[config.mk]
export PLATFORM = sky130hd
export DESIGN_NAME = lcd_frame_sequencer_flat
export DESIGN_NICKNAME = d
export VERILOG_FILES = /design/src/rtl/lcd_pkg.sv /design/src/rtl/lcd_frame_sequencer_if.sv /design/src/rtl/lcd_init_rom.sv /design/src/rtl/lcd_frame_sequencer.sv /design/src/flat_wrapper.sv
export SDC_FILE = /design/constraint.sdc
export NUM_CORES = 1
export LEC_CHECK = 0
export ABC_AREA = 1
export ABC_CLOCK_PERIOD_IN_PS = 2600
export CORE_ASPECT_RATIO = 1.5
export CORE_MARGIN = 4
export CORE_UTILIZATION = 57
export CTS_CLUSTER_DIAMETER = 30
export DETAILED_ROUTE_END_ITERATION = 6
export PLACE_DENSITY_LB_ADDON = 0.12
export SYNTH_ARGS = -nofsm -noshare
export SYNTH_HDL_FRONTEND = slang
export SYNTH_HIERARCHICAL = 1
export SYNTH_SLANG_ARGS = --single-unit
[constraint.sdc]
create_clock -name clk -period 2.6 [get_ports clk]
set_clock_uncertainty 0.05 [all_clocks]
set_input_delay 0.39 -clock clk [delete_from_list [all_inputs] [get_ports clk]]
set_output_delay 0.39 -clock clk [all_outputs]
set_load 0.005 [all_outputs]
[src/rtl/lcd_pkg.sv]
`default_nettype none
//============================================================================
// Package : lcd_pkg
// Brief   : Shared state encoding and PCD8544 command bytes for the LCD
//           frame sequencer.
// Rev     : 1.0
//============================================================================
package lcd_pkg;

    typedef enum logic [3:0] {
        ST_LCD_RST   = 4'd0,
        ST_INIT_SEND = 4'd1,
        ST_INIT_WAIT = 4'd2,
        ST_IDLE      = 4'd3,
        ST_CMD_SEND  = 4'd4,
        ST_CMD_WAIT  = 4'd5,
        ST_FB_READ   = 4'd6,
        ST_FB_SEND   = 4'd7,
        ST_FB_WAIT   = 4'd8
    } state_t;

    localparam int INIT_LEN   = 6;
    localparam int INIT_IDX_W = 3;

    localparam logic [7:0] CMD_FUNC_EXT    = 8'h21;
    localparam logic [7:0] CMD_SET_VOP     = 8'hB1;
    localparam logic [7:0] CMD_TEMP_COEF   = 8'h04;
    localparam logic [7:0] CMD_BIAS        = 8'h14;
    localparam logic [7:0] CMD_FUNC_BASIC  = 8'h20;
    localparam logic [7:0] CMD_DISP_NORMAL = 8'h0C;
    localparam logic [7:0] CMD_SET_Y       = 8'h40;
    localparam logic [7:0] CMD_SET_X       = 8'h80;

endpackage
`default_nettype wire

[src/rtl/lcd_frame_sequencer_if.sv]
`default_nettype none
//============================================================================
// Interface : lcd_frame_sequencer_if
// Brief     : Refresh request, frame-buffer read port, SPI master handshake
//             and LCD status signals of the frame sequencer.
// Rev       : 1.0
//============================================================================
interface lcd_frame_sequencer_if;

    logic       refresh;
    logic       fb_rd;
    logic [8:0] fb_addr;
    logic [7:0] fb_data;
    logic [7:0] spi_data;
    logic       spi_start;
    logic       spi_dc;
    logic       spi_busy;
    logic       spi_avail;
    logic       lcd_rst;
    logic       ready;
    logic       frame_done;

    modport master (
        input  refresh, fb_data, spi_busy, spi_avail,
        output fb_rd, fb_addr, spi_data, spi_start, spi_dc, lcd_rst, ready, frame_done
    );

    modport slave (
        output refresh, fb_data, spi_busy, spi_avail,
        input  fb_rd, fb_addr, spi_data, spi_start, spi_dc, lcd_rst, ready, frame_done
    );

endinterface
`default_nettype wire

[src/rtl/lcd_init_rom.sv]
`default_nettype none
//============================================================================
// Module : lcd_init_rom
// Brief  : Combinational map from init-sequence index to command byte.
// Rev    : 1.0
//============================================================================
module lcd_init_rom
    import lcd_pkg::*;
(
    input  logic [INIT_IDX_W-1:0] i_idx,
    output logic [7:0]            o_byte
);

    always_comb begin
        o_byte = 8'h00;
        case (i_idx)
            3'd0:    o_byte = CMD_FUNC_EXT;
            3'd1:    o_byte = CMD_SET_VOP;
            3'd2:    o_byte = CMD_TEMP_COEF;
            3'd3:    o_byte = CMD_BIAS;
            3'd4:    o_byte = CMD_FUNC_BASIC;
            3'd5:    o_byte = CMD_DISP_NORMAL;
            default: o_byte = 8'h00;
        endcase
    end

endmodule
`default_nettype wire

[src/rtl/lcd_frame_sequencer.sv]
`default_nettype none
//============================================================================
// Module : lcd_frame_sequencer
// Brief  : Resets and initialises an 84x48 LCD, then streams a full frame
//          buffer to an SPI master on each refresh request.
// Rev    : 1.0
//============================================================================
module lcd_frame_sequencer
    import lcd_pkg::*;
#(
    parameter int RST_CYCLES = 100,
    parameter int FB_BYTES   = 504
) (
    input  logic                 clk,
    input  logic                 reset,
    lcd_frame_sequencer_if.master bus
);

    localparam int                    CNT_W     = (RST_CYCLES > 1) ? $clog2(RST_CYCLES) : 1;
    localparam logic [CNT_W-1:0]      RST_LAST  = CNT_W'(RST_CYCLES - 1);
    localparam logic [8:0]            FB_LAST   = 9'(FB_BYTES - 1);
    localparam logic [INIT_IDX_W-1:0] INIT_LAST = INIT_IDX_W'(INIT_LEN - 1);

    state_t                r_state,      w_state_nxt;
    logic [CNT_W-1:0]      r_rst_cnt,    w_rst_cnt_nxt;
    logic [INIT_IDX_W-1:0] r_init_idx,   w_init_idx_nxt;
    logic                  r_cmd_sel,    w_cmd_sel_nxt;
    logic [8:0]            r_fb_addr,    w_fb_addr_nxt;
    logic                  r_fb_first,   w_fb_first_nxt;
    logic                  r_pending,    w_pending_nxt;
    logic [7:0]            r_spi_data,   w_spi_data_nxt;
    logic                  r_spi_dc,     w_spi_dc_nxt;
    logic                  r_spi_start,  w_spi_start_nxt;
    logic                  r_frame_done, w_frame_done_nxt;
    logic [7:0]            w_rom_byte;

    lcd_init_rom u_init_rom (
        .i_idx  (r_init_idx),
        .o_byte (w_rom_byte)
    );

    always_ff @(posedge clk) begin
        if (reset) begin
            r_state      <= ST_LCD_RST;
            r_rst_cnt    <= '0;
            r_init_idx   <= '0;
            r_cmd_sel    <= 1'b0;
            r_fb_addr    <= '0;
            r_fb_first   <= 1'b0;
            r_pending    <= 1'b0;
            r_spi_data   <= 8'h00;
            r_spi_dc     <= 1'b0;
            r_spi_start  <= 1'b0;
            r_frame_done <= 1'b0;
        end else begin
            r_state      <= w_state_nxt;
            r_rst_cnt    <= w_rst_cnt_nxt;
            r_init_idx   <= w_init_idx_nxt;
            r_cmd_sel    <= w_cmd_sel_nxt;
            r_fb_addr    <= w_fb_addr_nxt;
            r_fb_first   <= w_fb_first_nxt;
            r_pending    <= w_pending_nxt;
            r_spi_data   <= w_spi_data_nxt;
            r_spi_dc     <= w_spi_dc_nxt;
            r_spi_start  <= w_spi_start_nxt;
            r_frame_done <= w_frame_done_nxt;
        end
    end

    // spi_start/data/dc are registered together so the byte and its type are
    // already valid in the launch cycle and hold until the next launch.
    always_comb begin
        w_state_nxt      = r_state;
        w_rst_cnt_nxt    = r_rst_cnt;
        w_init_idx_nxt   = r_init_idx;
        w_cmd_sel_nxt    = r_cmd_sel;
        w_fb_addr_nxt    = r_fb_addr;
        w_fb_first_nxt   = r_fb_first;
        w_pending_nxt    = r_pending | (bus.refresh & (r_state != ST_IDLE));
        w_spi_data_nxt   = r_spi_data;
        w_spi_dc_nxt     = r_spi_dc;
        w_spi_start_nxt  = 1'b0;
        w_frame_done_nxt = 1'b0;

        case (r_state)
            ST_LCD_RST: begin
                if (r_rst_cnt == RST_LAST) begin
                    w_rst_cnt_nxt = '0;
                    w_state_nxt   = ST_INIT_SEND;
                end else begin
                    w_rst_cnt_nxt = r_rst_cnt + 1'b1;
                end
            end
            ST_INIT_SEND: begin
                if (!bus.spi_busy) begin
                    w_spi_start_nxt = 1'b1;
                    w_spi_data_nxt  = w_rom_byte;
                    w_spi_dc_nxt    = 1'b0;
                    w_state_nxt     = ST_INIT_WAIT;
                end
            end
            ST_INIT_WAIT: begin
                if (bus.spi_avail) begin
                    if (r_init_idx == INIT_LAST) begin
                        w_state_nxt = ST_IDLE;
                    end else begin
                        w_init_idx_nxt = r_init_idx + 1'b1;
                        w_state_nxt    = ST_INIT_SEND;
                    end
                end
            end
            ST_IDLE: begin
                if (bus.refresh || r_pending) begin
                    w_pending_nxt = 1'b0;
                    w_fb_addr_nxt = '0;
                    w_cmd_sel_nxt = 1'b0;
                    w_state_nxt   = ST_CMD_SEND;
                end
            end
            ST_CMD_SEND: begin
                if (!bus.spi_busy) begin
                    w_spi_start_nxt = 1'b1;
                    w_spi_data_nxt  = r_cmd_sel ? CMD_SET_X : CMD_SET_Y;
                    w_spi_dc_nxt    = 1'b0;
                    w_state_nxt     = ST_CMD_WAIT;
                end
            end
            ST_CMD_WAIT: begin
                if (bus.spi_avail) begin
                    if (r_cmd_sel) begin
                        w_state_nxt = ST_FB_READ;
                    end else begin
                        w_cmd_sel_nxt = 1'b1;
                        w_state_nxt   = ST_CMD_SEND;
                    end
                end
            end
            ST_FB_READ: begin
                w_fb_first_nxt = 1'b1;
                w_state_nxt    = ST_FB_SEND;
            end
            ST_FB_SEND: begin
                // fb_data is only valid in the first FB_SEND cycle; keep it
                // in spi_data in case the SPI master stalls us.
                if (r_fb_first) begin
                    w_spi_data_nxt = bus.fb_data;
                    w_fb_first_nxt = 1'b0;
                end
                if (!bus.spi_busy) begin
                    w_spi_start_nxt = 1'b1;
                    w_spi_dc_nxt    = 1'b1;
                    w_state_nxt     = ST_FB_WAIT;
                end
            end
            ST_FB_WAIT: begin
                if (bus.spi_avail) begin
                    if (r_fb_addr == FB_LAST) begin
                        w_frame_done_nxt = 1'b1;
                        w_state_nxt      = ST_IDLE;
                    end else begin
                        w_fb_addr_nxt = r_fb_addr + 9'd1;
                        w_state_nxt   = ST_FB_READ;
                    end
                end
            end
            default: begin
                w_state_nxt = ST_LCD_RST;
            end
        endcase
    end

    assign bus.fb_rd      = (r_state == ST_FB_READ);
    assign bus.fb_addr    = r_fb_addr;
    assign bus.spi_data   = r_spi_data;
    assign bus.spi_start  = r_spi_start;
    assign bus.spi_dc     = r_spi_dc;
    assign bus.lcd_rst    = (r_state != ST_LCD_RST);
    assign bus.ready      = (r_state == ST_IDLE);
    assign bus.frame_done = r_frame_done;

endmodule
`default_nettype wire

[src/flat_wrapper.sv]
// flat-port wrapper written by rule: the top's interface ports become plain ports
module lcd_frame_sequencer_flat import lcd_pkg::*;
#(
    parameter int RST_CYCLES = 100,
    parameter int FB_BYTES   = 504
)
  (clk, reset, bus_refresh, bus_fb_data, bus_spi_busy, bus_spi_avail, bus_fb_rd, bus_fb_addr, bus_spi_data, bus_spi_start, bus_spi_dc, bus_lcd_rst, bus_ready, bus_frame_done);
  lcd_frame_sequencer_if bus_i ();
  input  logic clk;
  input  logic reset;
  input wire logic [$bits(bus_i.refresh)-1:0] bus_refresh;
  input wire logic [$bits(bus_i.fb_data)-1:0] bus_fb_data;
  input wire logic [$bits(bus_i.spi_busy)-1:0] bus_spi_busy;
  input wire logic [$bits(bus_i.spi_avail)-1:0] bus_spi_avail;
  output wire logic [$bits(bus_i.fb_rd)-1:0] bus_fb_rd;
  output wire logic [$bits(bus_i.fb_addr)-1:0] bus_fb_addr;
  output wire logic [$bits(bus_i.spi_data)-1:0] bus_spi_data;
  output wire logic [$bits(bus_i.spi_start)-1:0] bus_spi_start;
  output wire logic [$bits(bus_i.spi_dc)-1:0] bus_spi_dc;
  output wire logic [$bits(bus_i.lcd_rst)-1:0] bus_lcd_rst;
  output wire logic [$bits(bus_i.ready)-1:0] bus_ready;
  output wire logic [$bits(bus_i.frame_done)-1:0] bus_frame_done;
  assign bus_i.refresh = bus_refresh;
  assign bus_i.fb_data = bus_fb_data;
  assign bus_i.spi_busy = bus_spi_busy;
  assign bus_i.spi_avail = bus_spi_avail;
  assign bus_fb_rd = bus_i.fb_rd;
  assign bus_fb_addr = bus_i.fb_addr;
  assign bus_spi_data = bus_i.spi_data;
  assign bus_spi_start = bus_i.spi_start;
  assign bus_spi_dc = bus_i.spi_dc;
  assign bus_lcd_rst = bus_i.lcd_rst;
  assign bus_ready = bus_i.ready;
  assign bus_frame_done = bus_i.frame_done;
  lcd_frame_sequencer #(.RST_CYCLES(RST_CYCLES), .FB_BYTES(FB_BYTES)) u_core (.clk(clk), .reset(reset), .bus(bus_i));
endmodule
Word-level counts from Yosys, hierarchy flattened
Cells that the tools add are included.

Input port bits: 13. Register bits: 37. Output and inout bits: 23.

Multiplexer cells: 34. Equality and inequality tests: 27. Reductions and logical operators: 19. $add $sub $neg: 3. Bitwise operators: 6.

Operator list (number): $pmux W8 S6 (1); $pmux W4 S9 (1); $mux W4 (8); $mux W8 (4); $mux W9 (3); $pmux W8 S3 (1); $pmux W9 S2 (1); $eq A4 B3 Y1 const B (4); $ne A2 B2 Y1 const B (8); $add A9 B1 Y9 const B (1); $eq A9 B9 Y1 const B (1); $reduce_and A3 Y1 (3); $eq A4 B2 Y1 const B (2); $mux W1 (8); $reduce_and A4 Y1 (2); $reduce_and A8 Y1 (1); $reduce_bool A2 Y1 (4); $add A7 B1 Y7 const B (1); $eq A7 B7 Y1 const B (1); $mux W7 (1); $eq A3 B2 Y1 const B (2); $eq A3 B3 Y1 const B (2); $ne A2 B1 Y1 const B (3); $pmux W1 S2 (3); other kinds (17) (23).

Depth between registers and ports, before layout
Depth in word-level cells: 5. Gate-level depth with buffers: 10.

Hierarchy
The synthesis kept the hierarchy.

Modules (own cells, without submodules): lcd_frame_sequencer (seq. area each 740.7 sq um, cells each 320, area an instance 2145.8 sq um, instances 1); lcd_init_rom (seq. area each 0.0 sq um, cells each 14, area an instance 68.8 sq um, instances 1).

Least setup slack after synthesis
No wires, ideal clock.

Path kind: reg-to-reg. Start point: reg u_core.r_state[2]. End point: reg u_core.r_spi_data[6] (netlist: u_core/bus.spi_data[6]). Arrival time: 1.298 ns. Path slack: 1.140 ns. Data required time: 2.438 ns. Stages on the path, launching flop included: 10. Path buffers: 1. Setup time: 0.112 ns. Path through: dfxtp_1 inv_2 nor2_8 nand2_4 or2_4 nand4_4 buf_12 nand2_2 nand2_2 nor2_2.

Word-level cells in the longest chain between the ends: 3.

Ends and longest elaborated chain: start: declaration (line lcd_frame_sequencer.sv:24) `state_t r_state, w_state_nxt;`; start signal: assignment (line lcd_frame_sequencer.sv:56) `r_state <= w_state_nxt;`; $eq A4 B3 Y1 or $eq A4 B1 Y1 (tied branches) (line lcd_frame_sequencer.sv:85) `case (r_state)`; $ne A2 B1 Y1 (no source line) (tied with other cells); $reduce_and A4 Y1 (no source line); end signal: assignment (line lcd_frame_sequencer.sv:63) `r_spi_data <= w_spi_data_nxt;`; end: declaration (line lcd_frame_sequencer.sv:31) `logic [7:0] r_spi_data, w_spi_data_nxt;`.

Parallel ways exist; a longest one is shown, timed or not. A chain may end at the register's enable or synchronous reset.

Worst setup path after layout
Start point: reg u_core.r_state[3]. End point: out bus_ready.

Word-level cells in the longest chain between the ends: 1.

Ends and longest elaborated chain: $eq A4 B2 Y1 (line lcd_frame_sequencer.sv:178) `assign bus.ready = (r_state == ST_IDLE);`; end: declaration (line flat_wrapper.sv:21) `output wire logic [$bits(bus_i.ready)-1:0] bus_ready;`.

No other way between the ends.

==> flow_summary.toml <==
[drt]
vias = 2093
drtIter0Drc = 69
firstDrtPassIters = 4
drc = 0
wirelength_mm = 4.74
ant_nets = 0
wl_per_cell_um = 11.4
viasPerCell = 5.03

[worst_setup_path]
worstReg2RegStart = "u_core/r_state[2]"
r2r_slack_ns = 0.93
worst_setup_path_start_kind = "flop"
r2r-end = "u_core/bus.spi_data[7]"
rr_worst_depth = 8
crit_arrival_ns = 1.78
worstSetupEndpointType = "output pin"
crit_type = "flop to output pin"
worstPathRequired_ns = 2.16
crit_fanout = 8

[hold_path]
min_path_cells = 2
hp-class = "flop to flop"
hold_start = "u_core/r_fb_first"
min_to = "u_core/r_fb_first"

[sta]
fin_crit_sh = 0.855
period_needed_ns = 2.22
tns_ns = 0
tightest_slew_ns = 0.522
finalHoldViolCount = 0
setup_viol = 0
holdWs_ns = 0.431
maxSlewViolCount = 0
slew_headroom = 0.652
timing.final.ws_setup_ns = 0.377
rsz0062_at_grt = "false"
max_freq_mhz = 450

[clock_network]
cts_resized = 0
cts_max_path_buffers = 2
cts_buffers = 5
post_cts_buffers = 0
cts-htree-levels = 2
cts_root_buf = "clkbuf_8"
cts_tree = "built"
insertion_delay_ns = 0.29
ctsHoldBuffers = 0
clk_pin_slew_ns = 0.08
clock-sinks = 37

[placement]
dpl.hpwl_mm = 3.64
placement.io_buffers = 35
place_inst = 408
place.gp.congestion = 0.952
postPlaceCellArea_um2 = 2580
dp_slack_ns = 0.703

[final_layout]
fin_nets = 389
layout_common_cells = "97 x nand2_1, 39 x nor2_1, 38 x inv_1"
final_util = 0.719
diodes = 0
final_common_cell = "nand2_1"
drive_gt1_frac = 0.142
final_cells = 416
areaGrowthSynthToFinish_pct = 20.6
design_area_um2 = 2670
fillers = 321

[pwr]
power_density_nw_per_um2 = 868
totalPowerFinal_mw = 2.32
leakagePower_nw = 1.16
ir_worst_vdd_v = 0.000562

[synth]
syn_area_per_cell_um2 = 6.63
syn_inst = 334
synthSimpleGateAreaFrac = 0.437
yosysTopAreaCellShare = 0.334
synth-xor-area-share = 0.00791
synth_edf_count = 0
async_flop_share = 0
synthAdderAreaFrac = 0.0226
synthMuxAreaShare = 0
netlist_area_um2 = 2210
ys_ff_latch = 37
yosysSeqAreaShare = 0.334
ys_top_cells_by_area = "dfxtp_1 33%, nand2_1 16%, nor2_1 6.6%"
ys_warn_count = 6
synth_top_family_by_area = "simple AND/OR/NAND/NOR gates"
synth-compound-area-share = 0.0944
yosys.area.top_type = "dfxtp_1"
ys_types = 35
synth_ff_type = "dfxtp_1"

[floorplanning]
initial_core_util = 0.596
die_h_um = 84.3
rows = 27
die_x_um = 58.9
core-area_um2 = 3720
ioPinCount = 36
fp.dieArea_um2 = 4970

[global_routing]
grt_pass1_vias = 2030
grt.total_usage = 0.210
grt_max_degree = 17
gr-total-overflow = 0
grt_pass1_wl_mm = 8.40
antenna_found_initial = 0

[outcome]
status = "completed"

[flow_run]
max_cap_viol_count = 0
-- flip-flops by register name, indices dropped and copies added, names as in the netlist --
signal / count
u_core/bus.spi_dc: 1
u_core/r_rst_cnt: 7
u_core/r_cmd_sel: 1
u_core/bus.spi_start: 1
u_core/bus.frame_done: 1
u_core/bus.fb_addr: 9
u_core/r_fb_first: 1
u_core/r_pending: 1
u_core/bus.spi_data: 8
u_core/r_init_idx: 3
u_core/r_state: 4
-- how the worst max path moves through the flow --
stage / startpoint / endpoint / slack (ns) / cells past startpoint
6_report: u_core/r_state[3] / bus_ready / 0.38 / 4
3_3_place_gp: u_core/r_state[3] / bus_ready / 0.70 / 4
3_5_place_dp: bus_spi_avail / u_core/bus.fb_addr[0] / 0.70 / 9
4_1_cts: u_core/r_state[3] / bus_ready / 0.38 / 4
2_1_floorplan: u_core/r_state[2] / u_core/bus.spi_data[6] / 1.14 / 9
5_1_grt: u_core/r_state[1] / bus_fb_rd / 0.30 / 5
-- report_power, final --
part	switching [mW]	leakage (nW)	internal [mW]	total, mW
Sequential	0.0896	0.301	0.677	0.767
Clock	0.218	0.0445	0.190	0.408
Combinational	0.695	0.819	0.450	1.14
Total	1.00	1.16	1.32	2.32
-- per-layer routing --
layer / global-route usage / vias up / share of wire
li1: - / 1118 / -
met1: 0.223 / 918 / 0.40
met2: 0.387 / 47 / 0.53
met3: 0.0369 / 10 / 0.046
met4: 0.0887 / 0 / 0.022
met5: 0 / - / 0
-- area by class of cell --
type	instances	area, um^2	area share
well taps	43	53.8	0.0201
clock buffers	5	68.8	0.0258
flip-flops and latches	37	741	0.277
multi-input cells	246	1250	0.469
repair buffers	36	358	0.134
clock inverters	3	21.3	0.00797
inverters	46	176	0.0661
-- worst max-delay path: stages, from the launching register on --
cell	delay [ns]
dfxtp_1	0.42
nor2_4	0.26
nand2_1	0.17
inv_1	0.13
clkdlybuf4s50_1	0.51
-- synth_stat cells, drive strengths merged, types with 3 or more instances --
library cell / number
nor3: 4
nand2: 108
o211ai: 3
nand3: 21
nand4: 5
o21ai: 9
buf: 4
inv: 43
nor2: 57
ha: 4
clkinv: 3
a21oi: 21
dfxtp: 37
-- kinds of logic (layout without fill, tap and decap cells) --
kind of cell               after synthesis  count (layout)
DFF                                     37              37
xor gates and xnor gates                 2               2
buffers and inverters                   52              90
and+or+nand+nor                        201             201
other                                    1               2
adders and majority gates                4               4
AOI/OAI and AO/OA                       37              37
No activity file was read; power rests on OpenSTA's default activity.
